[src/rtl/pipe_stage_elastic.sv]
// pipe_stage_elastic: valid/ready pipeline stage register with flush, saturating stall counter and optional skid buffer
// Ports: CLK/RST clock and synchronous active-high reset; flush kills held beats and any beat accepted this cycle;
//   in_valid/in_ready/in_data upstream handshake; out_valid/out_ready/out_data downstream handshake;
//   stall_cnt saturating count of cycles with out_valid & ~out_ready (cleared by RST only).
// Build option: define PIPE_STAGE_SKID_EN for a two-entry stage whose in_ready is a pure register output.
module pipe_stage_elastic #(
  parameter int DATA_W = 32,
  parameter int CNT_W = 16
) (
  input  logic              CLK,
  input  logic              RST,
  input  logic              flush,
  input  logic              in_valid,
  output logic              in_ready,
  input  logic [DATA_W-1:0] in_data,
  output logic              out_valid,
  input  logic              out_ready,
  output logic [DATA_W-1:0] out_data,
  output logic [CNT_W-1:0]  stall_cnt
);
  logic main_v_q, main_v_d;
  logic [DATA_W-1:0] main_data_q, main_data_d;
  logic [CNT_W-1:0] stall_cnt_q, stall_cnt_d;
  logic acc, main_load;
  assign acc = in_valid & in_ready;
  // main may take new content when it is empty or its beat leaves this cycle
  assign main_load = ~main_v_q | out_ready;
  assign out_valid = main_v_q;
  assign out_data = main_data_q;
  assign stall_cnt = stall_cnt_q;
  assign stall_cnt_d = (main_v_q & ~out_ready & ~&stall_cnt_q) ? stall_cnt_q + 1'b1 : stall_cnt_q;
`ifdef PIPE_STAGE_SKID_EN
  logic skid_v_q, skid_v_d;
  logic [DATA_W-1:0] skid_data_q, skid_data_d;
  // in_ready comes straight from a flop; the skid absorbs the beat accepted while main stalls
  assign in_ready = ~skid_v_q;
  always_comb begin
    main_v_d = main_load ? (skid_v_q | acc) : 1'b1;
    main_data_d = !main_load ? main_data_q : skid_v_q ? skid_data_q : acc ? in_data : main_data_q;
    skid_v_d = ~main_load & (skid_v_q | acc);
    skid_data_d = (~main_load & acc) ? in_data : skid_data_q;
  end
  always_ff @(posedge CLK) begin
    if (RST || flush) begin
      skid_v_q <= 1'b0;
      skid_data_q <= '0;
    end else begin
      skid_v_q <= skid_v_d;
      skid_data_q <= skid_data_d;
    end
  end
`else
  // single entry: accept only when main is empty or draining, keeping full throughput
  assign in_ready = main_load;
  always_comb begin
    main_v_d = acc | ~main_load;
    main_data_d = acc ? in_data : main_data_q;
  end
`endif
  always_ff @(posedge CLK) begin
    if (RST || flush) begin
      main_v_q <= 1'b0;
      main_data_q <= '0;
    end else begin
      main_v_q <= main_v_d;
      main_data_q <= main_data_d;
    end
    stall_cnt_q <= RST ? '0 : stall_cnt_d;
  end
endmodule
[config.mk]
export PLATFORM = sky130hd
export DESIGN_NAME = pipe_stage_elastic
export DESIGN_NICKNAME = d
export VERILOG_FILES = /design/src/rtl/pipe_stage_elastic.sv
export SDC_FILE = /design/constraint.sdc
export NUM_CORES = 1
export LEC_CHECK = 0
export CORE_ASPECT_RATIO = 1.4
export CORE_MARGIN = 1.5
export CORE_UTILIZATION = 30
export CTS_BUF_LIST = sky130_fd_sc_hd__clkbuf_2
export DETAILED_ROUTE_END_ITERATION = 6
export GPL_ROUTABILITY_DRIVEN = 0
export HOLD_SLACK_MARGIN = 0.02
export PLACE_DENSITY = 0.66
export RECOVER_POWER = 25
export SKIP_LAST_GASP = 1
export SYNTH_ARGS = -nofsm -noshare
export SYNTH_HDL_FRONTEND = slang
export SYNTH_SLANG_ARGS = --single-unit
[constraint.sdc]
create_clock -name CLK -period 4.3 [get_ports CLK]
set_clock_uncertainty 0.1 [all_clocks]
set_input_delay 0.43 -clock CLK [delete_from_list [all_inputs] [get_ports CLK]]
set_output_delay 0.43 -clock CLK [all_outputs]
set_load 0.005 [all_outputs]
==> impl_metrics.yaml <==
run_status:
  run_status: "complete, no violations"
cts:
  clock-root-buffer: "clkbuf_2"
  clkSlewWorstSetupHoldPaths_ns: 0.22
  cts.sink_count: 49
  cts_buffers: 5
  postCtsSetupRepairBufs: 0
  tritoncts: "built"
  clk_latency_ns: 0.41
  postCtsHoldBufs: 0
  postCtsResizedCells: 0
  cts_buffer_depth: 2
  cts_max_level: 2
die:
  die-area_um2: 7210
  start_util_pct: 30.8
  design.core.area_um2: 6530
  placementRows: 35
  die_h_um: 99.9
  io-pin-count: 87
  die_width_um: 72.2
drt:
  drt_first_pass_iters: 4
  route.vias.total: 1952
  dr.first_iter.drc_count: 97
  wirelength_mm: 5.08
  wl_per_cell_um: 12.8
  route.detailed.vias_per_inst: 4.93
  drc: 0
  antenna_left: 0
critical_path:
  critical-path-slowest-cell: "clkdlybuf4s50_1"
  worstPathCellList: "clkdlybuf4s50_1 > nand2b_1 > clkdlybuf4s50_1"
  crit_path_largest_cell_delay_ns: 0.61
  cp_max_fo: 18
  critical_path.startpoint_type: "input port"
  critical_path_arrival_ns: 1.95
  cpLargestDelayFamily: "buffers and inverters"
  worst_path_most_repeated_cell: "clkdlybuf4s50_1"
  worstSetupPathType: "input port to primary output"
  reg2reg_slack_ns: 1.83
  worstPathBufferInverterCount: 2
  required_time_worst_endpoint_ns: 3.77
  setup.worst_path.end_class: "primary output"
logic_synthesis:
  synth_cell_types: 37
  synth-async-reset-ratio_pct: 0
  netlist_area_um2: 2010
  synth_ff_type: "dfxtp_1"
  synthesis.area_per_instance_um2: 8.24
  synth_simple_gate_area_share_pct: 27.1
  synth.ff_latch_count: 49
  synthXorXnorAreaFrac_pct: 0
  synth_commonest_cells: "67 x nand2_1, 49 x dfxtp_1, 44 x a21oi_1, 12 x clkbuf_1"
  number_of_synthesized_flops_with_an_enable_pin: 0
  synthMuxAreaShare_pct: 1.12
  post-synth-top-area-fraction_pct: 48.8
  synth.area.top_cells: "dfxtp_1 49%, nand2_1 13%, a21oi_1 11%"
  syn_nets: 282
  synth.most_common_cell: "nand2_1"
  yosys.area_share.adder_pct: 0.622
  synth_instances: 244
  synth.yosys.seq_area_share_pct: 48.8
  synth-warning-count: 0
  combinational_family_with_the_most_area_after_synthesis: "simple AND/OR/NAND/NOR gates"
  netlist.top_cell.by_area: "dfxtp_1"
  post_synthesis_compound_gate_area_fraction_pct: 18.1
timing:
  max_slew.worst_pin.slew_ns: 1.22
  max_slew_headroom_pct: 17.8
  period_share_pct: 57.7
  maximum_clock_rate_mhz: 403
  final_setup_viols: 0
  final_period_minus_worst_setup_slack_ns: 2.48
  setup_ws_ns: 1.82
  tns_ns: 0
  slew_viol_final: 0
  rsz0062_at_grt: "no"
  hold_violations: 0
power:
  worst_ir_drop_vdd_uv: 114
  power.share.switching_pct: 23.0
  static_leakage_nw: 1.07
  cell_internal_pwr_mw: 0.617
  p_seq_share_pct: 58.7
  design_power_total_mw: 0.802
  comb_power_share_pct: 11.2
  pwr-share-clk_pct: 30.1
  power.density_cell_area_nw_per_um2: 271
  p_sw_mw: 0.185
finish:
  finish.net_count: 359
  layout-area-overhead-vs-synth_pct: 47.4
  instances_no_fill: 396
  final_layout_size_suffix_gt1_share_pct: 6.83
  post_layout_utilization_of_the_core_pct: 45.4
  antenna_cells_inserted: 0
global_routing:
  grt_pass1_wl_mm: 7.90
  grt_overflow_total: 0
  antenna_found_initial: 0
  grt_pass1_vias: 1744
  track_usage_pct: 13.8
  grt_max_degree: 34
placement:
  preCtsSetupSlack_ns: 1.49
  post-place-cells: 388
  port_buffer_count: 86
  hpwl_mm: 3.59
worst_hold_path:
  timing.hold.worst.class: "flop to flop"
flow_run:
  drv_cap: 0
==> cell families after synthesis <==
family,Yosys count
buffers and inverters,22
adders and majority gates,1
DFF,49
muxes,2
AOI/OAI and AO/OA,62
and+or+nand+nor,108
==> stage by stage <==
step / hold slack (ns) / instance area [µm²]
floorplan: 0.353 / 2010
detailed placement: 0.346 / 2900
global placement: 0.341 / 2900
global route: 0.370 / 2960
finish: 0.367 / 2960
CTS: 0.372 / 2970
==> flip-flops by register name, indices dropped and copies added (netlist names) <==
signal     cells
out_data      32
stall_cnt     16
out_valid      1
==> path summary, 6_finish.rpt <==
path	startpoint	endpoint	cells past startpoint
worst max-delay path	out_ready	in_ready	3
worst max register to register	stall_cnt[4]	stall_cnt[2]	4
worst min-delay path	out_data[18]	out_data[18]	2
worst min register to register	out_data[18]	out_data[18]	2
==> power by group through the flow <==
stage                     Combinational, mW  Clock [mW]  Sequential [mW]
after floorplan                      0.0323           0            0.480
after CTS                            0.0945       0.256            0.472
after global routing                 0.0990       0.275            0.473
after global placement               0.0937           0            0.480
after detailed placement             0.0938           0            0.480
final                                0.0897       0.242            0.471
==> area by class of cell <==
class	instances	area (µm²)
fillers	679	3560
flip-flops and latches	49	981
multi-input cells	173	938
repair buffers	87	868
well taps	74	92.6
clock inverters	2	33.8
clock buffers	6	30.0
inverters	5	18.8
==> tightest hold or removal path: cells and delay by family (launching register included) <==
family	cells	cell delay [ns]
DFF	1	0.36
AOI/OAI and AO/OA	1	0.05
and+or+nand+nor	1	0.05
==> routing by layer <==
| metal | vias up | track usage, % | share of wire (%) |
|---|---|---|---|
| li1 | 1001 | - | - |
| met4 | 0 | 4.79 | 0.69 |
| met2 | 49 | 25.4 | 54 |
| met5 | - | 0 | 0 |
| met1 | 900 | 15.1 | 41 |
| met3 | 2 | 3.61 | 4.5 |
==> placed cells by master, fill, tap and decap left out, drive strengths merged, types with 5 or more instances in the layout <==
master	Yosys	layout
nor2	5	5
dfxtp	49	49
dlygate4sd3	0	23
inv	5	5
o31ai	5	5
nand2	67	67
or3	5	5
clkbuf	12	6
or4	5	5
clkdlybuf4s50	0	63
a21oi	44	44
nand3	5	5
Power figures use the tool's default switching activity.
